[src/rtl/i2s_clk_pkg.sv]
// Shared types and helpers for the I2S bit-clock / LR-clock scheduler.
package i2s_clk_pkg;

    typedef enum logic [1:0] {
        IDLE     = 2'd0,
        RUN      = 2'd1,
        STOPPING = 2'd2
    } sched_state_t;

    // Width of the bit-in-frame counter for a given slot length.
    function automatic int bc_width(input int slot_bits);
        return $clog2(2 * slot_bits);
    endfunction

    // A zero divisor would stall the half-period counter, so it runs as 1.
    function automatic logic [31:0] clamp_div(input logic [31:0] div);
        return (div == 32'd0) ? 32'd1 : div;
    endfunction

endpackage

[src/rtl/i2s_clk_sched_bclk_gen.sv]
// Half-period counter and registered bclk with single-cycle rise/fall strobes.
module i2s_bclk_gen
    import i2s_clk_pkg::*;
#(
    parameter int DIV_W        = 8,
    parameter int DEF_HALF_DIV = 4
) (
    input  logic             clk,
    input  logic             rst,
    input  logic             run,
    input  logic             load_div,
    input  logic [DIV_W-1:0] div,
    output logic             tick,
    output logic             bclk,
    output logic             bclk_rise,
    output logic             bclk_fall
);

    logic [DIV_W-1:0] div_q, div_d;
    logic [DIV_W-1:0] hc_q, hc_d;
    logic [DIV_W-1:0] n_last;
    logic             started_q, started_d;
    logic             bclk_q, bclk_d;
    logic             rise_q, rise_d;
    logic             fall_q, fall_d;

    assign n_last = DIV_W'(clamp_div(32'(div_q)) - 32'd1);

    // started_q holds the counter for one extra cycle after entering run,
    // which gives the first rise its N+1 cycle lead-in.
    assign tick = run && started_q && (hc_q == n_last);

    always_comb begin
        div_d     = load_div ? div : div_q;
        started_d = run;
        hc_d      = hc_q;
        bclk_d    = bclk_q;
        rise_d    = 1'b0;
        fall_d    = 1'b0;
        if (!run) begin
            hc_d   = '0;
            bclk_d = 1'b0;
        end else if (started_q) begin
            if (tick) begin
                hc_d   = '0;
                bclk_d = !bclk_q;
                rise_d = !bclk_q;
                fall_d = bclk_q;
            end else begin
                hc_d = hc_q + DIV_W'(1);
            end
        end
    end

    always_ff @(posedge clk or posedge rst) begin
        if (rst) begin
            div_q     <= DIV_W'(DEF_HALF_DIV);
            hc_q      <= '0;
            started_q <= 1'b0;
            bclk_q    <= 1'b0;
            rise_q    <= 1'b0;
            fall_q    <= 1'b0;
        end else begin
            div_q     <= div_d;
            hc_q      <= hc_d;
            started_q <= started_d;
            bclk_q    <= bclk_d;
            rise_q    <= rise_d;
            fall_q    <= fall_d;
        end
    end

    assign bclk      = bclk_q;
    assign bclk_rise = rise_q;
    assign bclk_fall = fall_q;

endmodule

[src/rtl/i2s_clk_sched.sv]
// I2S clock scheduler: run/stop FSM, bit/slot counting and frame-aligned divisor updates.
// Optional frame counter output enabled by defining I2S_SCHED_FRAME_CNT_EN.
module i2s_clk_sched
    import i2s_clk_pkg::*;
#(
    parameter int DIV_W        = 8,
    parameter int SLOT_BITS    = 32,
    parameter int DEF_HALF_DIV = 4
) (
    input  logic             clk,
    input  logic             rst,
    input  logic             enable,
    input  logic             cfg_valid,
    output logic             cfg_ready,
    input  logic [DIV_W-1:0] cfg_half_div,
    output logic             bclk,
    output logic             lrclk,
    output logic             bclk_rise,
    output logic             bclk_fall,
    output logic             frame_start,
    output logic             busy
`ifdef I2S_SCHED_FRAME_CNT_EN
    ,
    output logic [15:0]      frame_cnt
`endif
);

    localparam int BC_W = bc_width(SLOT_BITS);
    localparam logic [BC_W-1:0] BC_MID  = BC_W'(SLOT_BITS - 1);
    localparam logic [BC_W-1:0] BC_LAST = BC_W'(2 * SLOT_BITS - 1);

    sched_state_t     state_q, state_d;
    logic [BC_W-1:0]  bc_q, bc_d;
    logic             lrclk_q, lrclk_d;
    logic             fs_q, fs_d;
    logic             pend_valid_q, pend_valid_d;
    logic [DIV_W-1:0] pend_div_q, pend_div_d;
    logic             load_div;
    logic             run;
    logic             tick;
    logic             gen_bclk;
    logic             fall_evt;
    logic             boundary;

    assign run       = (state_q != IDLE);
    assign cfg_ready = !pend_valid_q;
    assign fall_evt  = tick && gen_bclk;
    assign boundary  = fall_evt && (bc_q == BC_LAST);

    i2s_bclk_gen #(
        .DIV_W        (DIV_W),
        .DEF_HALF_DIV (DEF_HALF_DIV)
    ) u_bclk_gen (
        .clk       (clk),
        .rst       (rst),
        .run       (run),
        .load_div  (load_div),
        .div       (pend_div_q),
        .tick      (tick),
        .bclk      (gen_bclk),
        .bclk_rise (bclk_rise),
        .bclk_fall (bclk_fall)
    );

    always_comb begin
        state_d      = state_q;
        bc_d         = bc_q;
        lrclk_d      = lrclk_q;
        fs_d         = 1'b0;
        pend_valid_d = pend_valid_q;
        pend_div_d   = pend_div_q;
        load_div     = 1'b0;

        case (state_q)
            IDLE: begin
                bc_d    = '0;
                lrclk_d = 1'b0;
                if (enable) state_d = RUN;
            end
            RUN:      if (!enable) state_d = STOPPING;
            STOPPING: if (enable)  state_d = RUN;
            default:  state_d = IDLE;
        endcase

        if (fall_evt) begin
            if (boundary) begin
                bc_d    = '0;
                lrclk_d = 1'b0;
                // A stop lands on the frame boundary without announcing a new frame.
                if (state_q == STOPPING && !enable) state_d = IDLE;
                else                                fs_d    = 1'b1;
            end else begin
                bc_d = bc_q + BC_W'(1);
                if (bc_q == BC_MID) lrclk_d = 1'b1;
            end
        end

        if (pend_valid_q && (state_q == IDLE || boundary)) begin
            load_div     = 1'b1;
            pend_valid_d = 1'b0;
        end
        if (cfg_valid && cfg_ready) begin
            pend_valid_d = 1'b1;
            pend_div_d   = cfg_half_div;
        end
    end

    always_ff @(posedge clk or posedge rst) begin
        if (rst) begin
            state_q      <= IDLE;
            bc_q         <= '0;
            lrclk_q      <= 1'b0;
            fs_q         <= 1'b0;
            pend_valid_q <= 1'b0;
            pend_div_q   <= '0;
        end else begin
            state_q      <= state_d;
            bc_q         <= bc_d;
            lrclk_q      <= lrclk_d;
            fs_q         <= fs_d;
            pend_valid_q <= pend_valid_d;
            pend_div_q   <= pend_div_d;
        end
    end

    assign bclk        = gen_bclk;
    assign lrclk       = lrclk_q;
    assign frame_start = fs_q;
    assign busy        = run;

`ifdef I2S_SCHED_FRAME_CNT_EN
    logic [15:0] frame_cnt_q, frame_cnt_d;

    always_comb frame_cnt_d = fs_d ? frame_cnt_q + 16'd1 : frame_cnt_q;

    always_ff @(posedge clk or posedge rst) begin
        if (rst) frame_cnt_q <= '0;
        else     frame_cnt_q <= frame_cnt_d;
    end

    assign frame_cnt = frame_cnt_q;
`endif

endmodule

[config.mk]
export PLATFORM = sky130hd
export DESIGN_NAME = i2s_clk_sched
export DESIGN_NICKNAME = d
export VERILOG_FILES = /design/src/rtl/i2s_clk_pkg.sv /design/src/rtl/i2s_clk_sched_bclk_gen.sv /design/src/rtl/i2s_clk_sched.sv
export SDC_FILE = /design/constraint.sdc
export NUM_CORES = 1
export LEC_CHECK = 0
export ABC_AREA = 1
export BUFFER_PORTS_ARGS = -buffer_cell sky130_fd_sc_hd__buf_2
export CAP_MARGIN = 5
export CORE_MARGIN = 5
export CORE_UTILIZATION = 55
export CTS_CLUSTER_SIZE = 8
export DETAILED_ROUTE_END_ITERATION = 7
export PLACE_DENSITY_LB_ADDON = 0.15
export SLEW_MARGIN = 10
export SYNTH_ARGS = -nofsm -noshare
export SYNTH_HDL_FRONTEND = slang
export SYNTH_SLANG_ARGS = --single-unit
[constraint.sdc]
create_clock -name clk -period 2.4 [get_ports clk]
set_input_delay 0.48 -clock clk [delete_from_list [all_inputs] [get_ports clk]]
set_output_delay 0.48 -clock clk [all_outputs]
set_load 0.02 [all_outputs]
Word level (Yosys, flattened, before mapping)
Cells that the tools add are included.
W data, S select, Z words.
{"block": "totals", "regBits": 39, "in_bits": 12, "out_inout_bits": 7, "word_cells": 72}
{"block": "classes", "addsub": 3, "n_eq_ne": 7, "muxes": 32, "n_reduce_logical": 18}
{"cell": "$mux W8", "count": 4}
{"cell": "$mux W1", "count": 19}
{"cell": "$mux W6", "count": 3}
{"cell": "$mux W2", "count": 5}
{"cell": "$add A8 B1 Y8 const B", "count": 1}
{"cell": "$eq A8 B8 Y1", "count": 1}
{"cell": "$logic_not A8 Y1", "count": 1}
{"cell": "$sub A8 B1 Y8 const B", "count": 1}
{"cell": "$logic_and A1 B1 Y1", "count": 7}
{"cell": "$add A6 B1 Y6 const B", "count": 1}
{"cell": "$eq A6 B5 Y1 const B", "count": 1}
{"cell": "$eq A6 B6 Y1 const B", "count": 1}
{"cell": "$reduce_bool A2 Y1", "count": 3}
{"cell": "$ne A2 B2 Y1 const B", "count": 2}
{"cell": "$pmux W2 S2", "count": 1}
{"cell": "$logic_not A1 Y1", "count": 3}
{"cell": "$eq A2 B1 Y1 const B", "count": 1}
{"cell": "$eq A2 B2 Y1 const B", "count": 1}
{"cell": "$logic_not A2 Y1", "count": 1}
{"cell": "$reduce_and A2 Y1", "count": 1}
{"cell": "$reduce_or A2 Y1", "count": 1}
{"cell": "$logic_or A1 B1 Y1", "count": 1}

Logic depth before layout (Yosys ltp)
Gate-level depths: netlist of run 1.
{"block": "logic_depth", "ltp_word": 11, "depth_mapped": 17, "mapped_depth_nobuf": 17}

Cells and area by module
From an unflattened synthesis of run 1, not the netlist that was laid out.
{"block": "unflattened", "cells_unflattened": 243, "area_unflattened_um2": 2134.5}
{"mod": "i2s_bclk_gen", "n_inst": 1, "cells_each": 162, "area_per_inst_um2": 1280.0, "seq_area_each_um2": 501.7}
{"mod": "i2s_clk_sched", "n_inst": 1, "cells_each": 81, "area_per_inst_um2": 854.6, "seq_area_each_um2": 475.5}

Worst setup path after synthesis of run 1
No wires, ideal clock.
{"block": "synth_path", "kind": "reg2reg", "startpoint": "reg u_bclk_gen.div_q[3]", "endpoint": "reg u_bclk_gen.div_q[3]", "setup_time_ns": 0.117, "arrival_time_ns": 2.139, "t_required_ns": 2.283, "slack_ns": 0.145, "path_stages_with_launch": 15, "path_buffers": 0, "period_less_slack_ns": 2.255, "cell_sequence": "dfrtp_1 > nor2_2 > nand2_2 > o21ai_0 > inv_1 > ha_1 > xnor2_1 > xor2_1 > nand4_1 > nor2_4 > nand3_4 > nand2_4 > nand2_4 > nand2_1 > nand2_1"}
{"block": "synth_via", "elab_chain_cells": 10}
{"item": "start: declaration", "line": "i2s_clk_sched_bclk_gen.sv:19", "rtl": "logic [DIV_W-1:0] div_q, div_d;"}
{"item": "start signal: assignment", "line": "i2s_clk_sched_bclk_gen.sv:57", "rtl": "div_q <= DIV_W'(DEF_HALF_DIV);"}
{"item": "start signal: assignment", "line": "i2s_clk_sched_bclk_gen.sv:64", "rtl": "div_q <= div_d;"}
{"item": "$logic_not A8 Y1", "line": "i2s_clk_pkg.sv:17", "rtl": "return (div == 32'd0) ? 32'd1 : div;"}
{"item": "$mux W8 *", "line": "i2s_clk_pkg.sv:17"}
{"item": "$sub A8 B1 Y8 *", "line": "i2s_clk_sched_bclk_gen.sv:27", "rtl": "assign n_last = DIV_W'(clamp_div(32'(div_q)) - 32'd1);"}
{"item": "$eq A8 B8 Y1 *", "line": "i2s_clk_sched_bclk_gen.sv:31", "rtl": "assign tick = run && started_q && (hc_q == n_last);"}
{"item": "$logic_and A1 B1 Y1 *", "line": "i2s_clk_sched_bclk_gen.sv:31"}
{"item": "$logic_and A1 B1 Y1 *", "line": "i2s_clk_sched.sv:47", "rtl": "assign fall_evt = tick && gen_bclk;"}
{"item": "$logic_and A1 B1 Y1 *", "line": "i2s_clk_sched.sv:48", "rtl": "assign boundary = fall_evt && (bc_q == BC_LAST);"}
{"item": "$logic_or A1 B1 Y1 *", "line": "i2s_clk_sched.sv:98", "rtl": "if (pend_valid_q && (state_q == IDLE || boundary)) begin"}
{"item": "$logic_and A1 B1 Y1 *", "line": "i2s_clk_sched.sv:98"}
{"item": "$mux W1 *", "line": "i2s_clk_sched.sv:98"}
Every way passes the cells marked *; elsewhere a longest branch is shown, timed or not.
A chain may end at the register's enable or synchronous reset.

Worst setup path in the final report of run 1
{"block": "layout_path", "startpoint": "reg u_bclk_gen.div_q[2]", "endpoint": "reg u_bclk_gen.div_q[4]"}
Same word-level chain as after synthesis.

==> metrics.cfg, run 1 <==
[die]
initial_core_util=0.557
placeableCoreArea_um2=3610
ios=19
die_area_um2=4960
row_count=22
die_h_um=70.4
die_w_um=70.4

[route]
drc=0
detail_route.wl_per_cell_um=11.6
dr.pass1.iters=4
ant_nets=0
finalWirelength_um=3590
viasPerCell=4.84
drt_iter0_drc=64
num_vias=1501

[power]
p_leak_nw=1.24
cellPowerDensity_nw_per_um2=1010
max-vdd-ir-drop_v=0.000694

[worst_setup_path]
worst-path-buf-inv=1
critPathArrivalTime_ns=2.41
worstPathMaxFanout=8
crit_family=simple AND/OR/NAND/NOR gates
startpoint_type=flip-flop
crit_type=reg -> reg
r2r-end=u_bclk_gen.div_q[4]
endpoint_kind=flip-flop
cp_common_cell=nand3_1
max_stage_delay_ns=0.56
crit_chain=nor2_4 > nand2_2 > o21ai_2 > inv_1 > ha_4 > nand3_1 > nand3_1 > nand3_1 > nor2_2 > nand2_2 > nor2_4 > nand3_4 > nand2_8 > nand2_4 > nand2_1 > nand2_1
r2r_start=u_bclk_gen.div_q[2]
cpMaxStageDelayCell=dfstp_2
crit_required_ns=2.58
r2r.worst_path.cells=16
r2r_slack_ns=0.17

[clocking]
clock_latency_ns=0.29
numCtsBuffers=5
htree_num_levels=2
cts.sinks=39
hold_buffers=0
cts_root_buffer=clkbuf_8
clkTransAtPathRegs_ns=0.08
cts_tree=done
clockBufferDepth=2

[timing]
fmax_mhz=448
period_minus_slack_ns=2.23
slew_viol_final=0
finalSetupViolations=0
clock-skew-final_ns=0.00881
worst_slew_pin_slew_ns=0.483
holdWs_ns=0.291
finalHoldViolations=0
fin_crit_sh=0.931
max_slew_margin=0.678

[yosys]
yosysMostFrequentCell=nand2_1
synthSimpleGateAreaFrac=0.290
yosysTopAreaCellShare=0.474
synthMuxAreaShare=0.0449
synth_edf_count=0
ys_seq_area_frac=0.487
synth_area_leaders=dfrtp_1, nand2_1, nand3_1
synth_top_cell_by_area=dfrtp_1
synthAdderAreaFrac=0.0187
netlist_instances=221
syn_avg_cell_area_um2=9.09
synth-xor-area-share=0.0698
async_flop_share=1.00
syn-num-nets=236
yosysUniqueCellTypes=29
yosys_most_used_dff=dfrtp_1
ys_ff_latch=39
ys_top_cells_by_count=nand2_1, dfrtp_1, nand3_1
synth-compound-area-share=0.0399
synth_area_um2=2010
synth_top_family_by_area=simple AND/OR/NAND/NOR gates
ys_warn_count=0

[finish]
areaGrowthSynthToFinish_pct=21.3
antennaDiodeCount=0
fillers=282
nNetsFinal=276
post-route-util=0.676
layout-drive-gt1-share=0.302

[status]
status=finished, final reports clean

[grt]
grt_pass1_wl_um=6350
grt_start_max_net_pins=40
grtUsageTotal=0.161
overflow=0
grt_pass1_vias=1443
antenna_found_initial=0

[min_path]
min_path_type=in -> async

[placed_design]
hpwl_um=2640
io_buffers=18
gp_congestion=0.798

[run]
drv_cap=0

==> through the flow <==
step	worst slack (ns)	TNS, ns	area (µm²)	total power (W)	std cells
global placement	0.0767	0	2230	0.00176	296
detailed placement	0.00414	0	2230	0.00177	296
floorplan	0.145	0	2010	0.00153	221
finish	0.166	0	2440	0.00247	310
global route	-0.0261	-0.0771	2440	0.00266	310
CTS	0.0534	0	2350	0.00234	304
==> layer usage <==
metal  vias up  share of wire  track usage
met4         0          0.021       0.0574
met5         -              0            0
met2        20           0.47        0.239
met3         8          0.032       0.0432
met1       685           0.48        0.225
li1        788              -            -
==> registers in the layout (all words and copies together) (netlist names) <==
name and cells:
bc_q 6, frame_start 1, lrclk 1, pend_div_q 8, pend_valid_q 1, state_q 2, u_bclk_gen.bclk 1, u_bclk_gen.bclk_fall 1
u_bclk_gen.bclk_rise 1, u_bclk_gen.div_q 8, u_bclk_gen.hc_q 8, u_bclk_gen.started_q 1
==> worst register-to-register path, delay by kind of cell (launching register included) <==
family | cells | cell delay [ns]
adders and majority gates | 1 | 0.17
DFF | 1 | 0.56
AOI/OAI and AO/OA | 1 | 0.07
and+or+nand+nor | 13 | 1.22
buffers and inverters | 1 | 0.09
==> where the power goes <==
| group | switching (W) | internal (W) | total, W |
|---|---|---|---|
| Sequential | 0.000115 | 0.000799 | 0.000914 |
| Clock | 0.000220 | 0.000336 | 0.000556 |
| Combinational | 0.000523 | 0.000478 | 0.00100 |
==> final cells by class <==
| class | instances | area, µm² | area share |
|---|---|---|---|
| flip-flops and latches | 39 | 977 | 0.401 |
| multi-input cells | 156 | 975 | 0.400 |
| repair buffers | 34 | 210 | 0.0863 |
| inverters | 25 | 96.3 | 0.0395 |
| clock buffers | 6 | 82.6 | 0.0339 |
| well taps | 48 | 60.1 | 0.0247 |
| clock inverters | 2 | 35.0 | 0.0144 |
==> timing repair <==
| action | CTS | global route |
|---|---|---|
| endpoints found under the hold margin | 0 | 0 |
| pin swaps | 0 | 5 |
| gates resized for setup | 1 | 10 |
| buffers inserted | 0 | 6 |
| setup endpoints to repair | 6 | 26 |
==> cell families after synthesis <==
logic type               count (synthesis)
adder cells (fa/ha/maj)                  3
multiplexers                             8
flip-flops                              39
XOR/XNOR                                16
AND/OR/NAND/NOR                        117
buffers and inverters                   26
AO/OA/AOI/OAI                           12
==> how the worst max path moves through the flow <==
stage,start,end,slack [ns],cells past startpoint
2_1_floorplan,u_bclk_gen.div_q[3],u_bclk_gen.div_q[3],0.14,14
3_3_place_gp,u_bclk_gen.div_q[3],u_bclk_gen.div_q[1],0.08,14
3_5_place_dp,u_bclk_gen.div_q[3],u_bclk_gen.div_q[5],0.004,14
4_1_cts,u_bclk_gen.div_q[6],u_bclk_gen.div_q[5],0.05,14
5_1_grt,u_bclk_gen.div_q[2],u_bclk_gen.div_q[6],-0.03,16
6_report,u_bclk_gen.div_q[2],u_bclk_gen.div_q[4],0.17,16
==> cells in the final DEF, fill, tap and decap left out, drive strengths merged <==
cell type	count
nand3	25
o21ai	8
a21oi	1
nor3	2
clkinv	2
nand2	58
xnor2	7
a31oi	2
nand3b	2
o21bai	1
nor2	25
or2	1
inv	24
bufinv	1
dfrtp	38
clkbuf	6
ha	3
mux2	8
nand4	4
buf	34
xor2	9
dfstp	1
Power figures use the tool's default switching activity.
==> run 2, diff against run 1 <==
clock period = 2.13 ns   (was 2.4 ns; I/O delays follow)
==> run 2 against run 1 <==
Compared with the run above:
- the flow now finishes with violations (negative setup slack)
- largest cell class is now multi-input gates
- sequential power up 11%
- core utilization rose by 0.28 points
- cell area up 0.41%
- worst hold slack lost 0.055 ns
- combinational power rose by 17%
- global-route usage is 0.24 points lower
- sequential share of layout area is 0.16 points lower
- critical path depth decreased by 2
- register-to-register slack worse by 0.20 ns
- sequential cell count stayed put
- setup slack lost 0.20 ns
- routed wire length is 0.31% higher
==> metrics.cfg, run 2 (synthesis gave the netlist of run 1 again) <==
[clocking]
numCtsBuffers=5  ; unchanged
cts_root_buffer=clkbuf_8
htree_num_levels=2  ; unchanged
cts.sinks=39  ; unchanged
clockBufferDepth=2  ; unchanged
clkTransAtPathRegs_ns=0.08  ; about the same
cts_tree=done
clock_latency_ns=0.29  ; about the same

[timing]
holdWs_ns=0.236  ; -0.0546 ns
slew_viol_final=0  ; unchanged
fmax_mhz=462  ; +3.2%
finalHoldViolations=0  ; unchanged
rsz0062_at_grt=yes
period_minus_slack_ns=2.16  ; -0.0693 ns
fin_crit_sh=1.02  ; +0.0854
clock-skew-final_ns=0.00602  ; -0.00279 ns
finalSetupViolations=11  ; +11
worst_slew_pin_slew_ns=0.477  ; -0.00613 ns
max_slew_margin=0.682  ; +0.00408
timing.final.ws_setup_ns=-0.0344  ; -0.201 ns
tns_ns=-0.218  ; -0.218 ns

[power]
swShare=0.365  ; +0.0179
p_seq_frac=0.379  ; +0.009
cellPowerDensity_nw_per_um2=1090  ; +7.4%
p_clk_frac=0.181  ; -0.044
p_switching_w=0.000972  ; +13%
intPower_w=0.00169  ; +4.9%
p_leak_nw=1.23  ; -1.3%
p_comb_frac=0.439  ; +0.034
max-vdd-ir-drop_v=0.000686  ; -1.2%

[worst_setup_path]
worst-path-buf-inv=1  ; unchanged
startpoint_type=flip-flop
cpMaxStageDelayCell=dfrtp_1
cp_num_cells=14  ; -2
r2r.worst_path.cells=14  ; -2
critPathArrivalTime_ns=2.35  ; -0.06 ns
crit_type=reg -> reg
crit_chain=nor2_1 > nand2_2 > o21ai_2 > inv_2 > ha_4 > xnor2_2 > xor2_1 > nand4_1 > nor2_4 > nand3_4 > nand2_8 > nand2_8 > nand2_1 > nand2_1
crit_family=simple AND/OR/NAND/NOR gates
crit_required_ns=2.31  ; -0.27 ns
max_stage_delay_ns=0.38  ; -0.18 ns
worstPathMaxFanout=10  ; +2
endpoint_kind=flip-flop

[die]
die_w_um=70.4  ; unchanged
placeableCoreArea_um2=3610  ; unchanged
row_count=22  ; unchanged
initial_core_util=0.557  ; unchanged
die_area_um2=4960  ; unchanged
ios=19  ; unchanged
die_h_um=70.4  ; unchanged

[route]
dr.pass1.iters=4  ; unchanged
detail_route.wl_per_cell_um=11.6  ; about the same
ant_nets=0  ; unchanged
num_vias=1506  ; +0.33%
viasPerCell=4.84  ; about the same
drt_iter0_drc=23  ; -64%
drc=0  ; unchanged
finalWirelength_um=3600  ; +0.31%

[grt]
grt_start_max_net_pins=40  ; unchanged
grt_pass1_vias=1406  ; -2.6%
grt_pass1_wl_um=6290  ; -0.88%
antenna_found_initial=0  ; unchanged
grtUsageTotal=0.158  ; -0.00242
overflow=0  ; unchanged

[finish]
layout-drive-gt1-share=0.319  ; +0.0179
areaGrowthSynthToFinish_pct=21.8
layout_commonest_cell=nand2_1
most-common-layout-cells=nand2_1, dfrtp_1, nand3_1, inv_1, buf_2
antennaDiodeCount=0  ; unchanged
nNetsFinal=277  ; +0.36%
fillers=296  ; +5.0%
reg_top3=pend_div_q: 8 flops, u_bclk_gen.div_q: 8 flops, u_bclk_gen.hc_q: 8 flops

[placed_design]
gp_congestion=0.824  ; +3.3%
io_buffers=18  ; unchanged
hpwl_um=2770  ; +4.9%
pre_cts_ws_ns=-0.0420  ; -0.0461 ns

[status]
status=finished, violations left
violations=negative setup slack

[run]
drv_cap=0  ; unchanged

[min_path]
min_path_type=in -> async

[run 2: power by group through the flow]
stage | clock network [W] | registers (W) | logic [W]
floorplan | 0 | 0.00103 | 0.000769
global route | 0.000530 | 0.00103 | 0.00133
finish | 0.000483 | 0.00101 | 0.00117
detailed placement | 0 | 0.00102 | 0.00114
CTS | 0.000498 | 0.00101 | 0.00116
global placement | 0 | 0.00102 | 0.00114
[run 2: final timing paths]
kind / from / to / slack (ns)
min in group clk: cfg_half_div[1] / pend_div_q[1] / 0.36
hold / removal: rst / pend_div_q[5] / 0.24
setup / recovery: u_bclk_gen.div_q[4] / u_bclk_gen.div_q[4] / -0.03
max in group asynchronous: rst / u_bclk_gen.div_q[2] / 1.55
setup reg to reg: u_bclk_gen.div_q[4] / u_bclk_gen.div_q[4] / -0.03
hold reg to reg: u_bclk_gen.div_q[0] / u_bclk_gen.div_q[0] / 0.48
[run 2: timing repair]
action,CTS,global route
endpoints found under the setup margin,8,27
hold buffers,0,0
setup buffers,0,1
pin swaps,0,2
resized for setup,3,10
[run 2: per-stage QoR]
stage / total power, W / utilization / instance area, µm² / std cells
after floorplan: 0.00179 / - / 2040 / 221
after global placement: 0.00216 / 0.638 / 2300 / 302
after detailed placement: 0.00217 / 0.638 / 2300 / 302
after CTS: 0.00267 / 0.667 / 2400 / 310
after global routing: 0.00289 / 0.678 / 2450 / 311
final: 0.00266 / 0.678 / 2450 / 311
[run 2: worst min-delay path: cells and delay by family]
kind	cells	cell delay, ns
buffers and inverters	3	0.54
[run 2: routing by layer]
metal | vias to the layer above | part of all wire | global-route usage
li1 | 786 | - | -
met1 | 700 | 0.48 | 0.223
met2 | 16 | 0.48 | 0.241
met3 | 4 | 0.033 | 0.0446
met4 | 0 | 0.0075 | 0.0383
met5 | - | 0 | 0
[run 2: final cells by class]
| class | count | area, µm² | share of cell area |
|---|---|---|---|
| multi-input cells | 156 | 1010 | 0.411 |
| flip-flops and latches | 39 | 977 | 0.399 |
| repair buffers | 35 | 221 | 0.0905 |
| inverters | 25 | 96.3 | 0.0394 |
| clock buffers | 6 | 72.6 | 0.0297 |
| well taps | 48 | 60.1 | 0.0246 |
| clock inverters | 2 | 12.5 | 0.00512 |
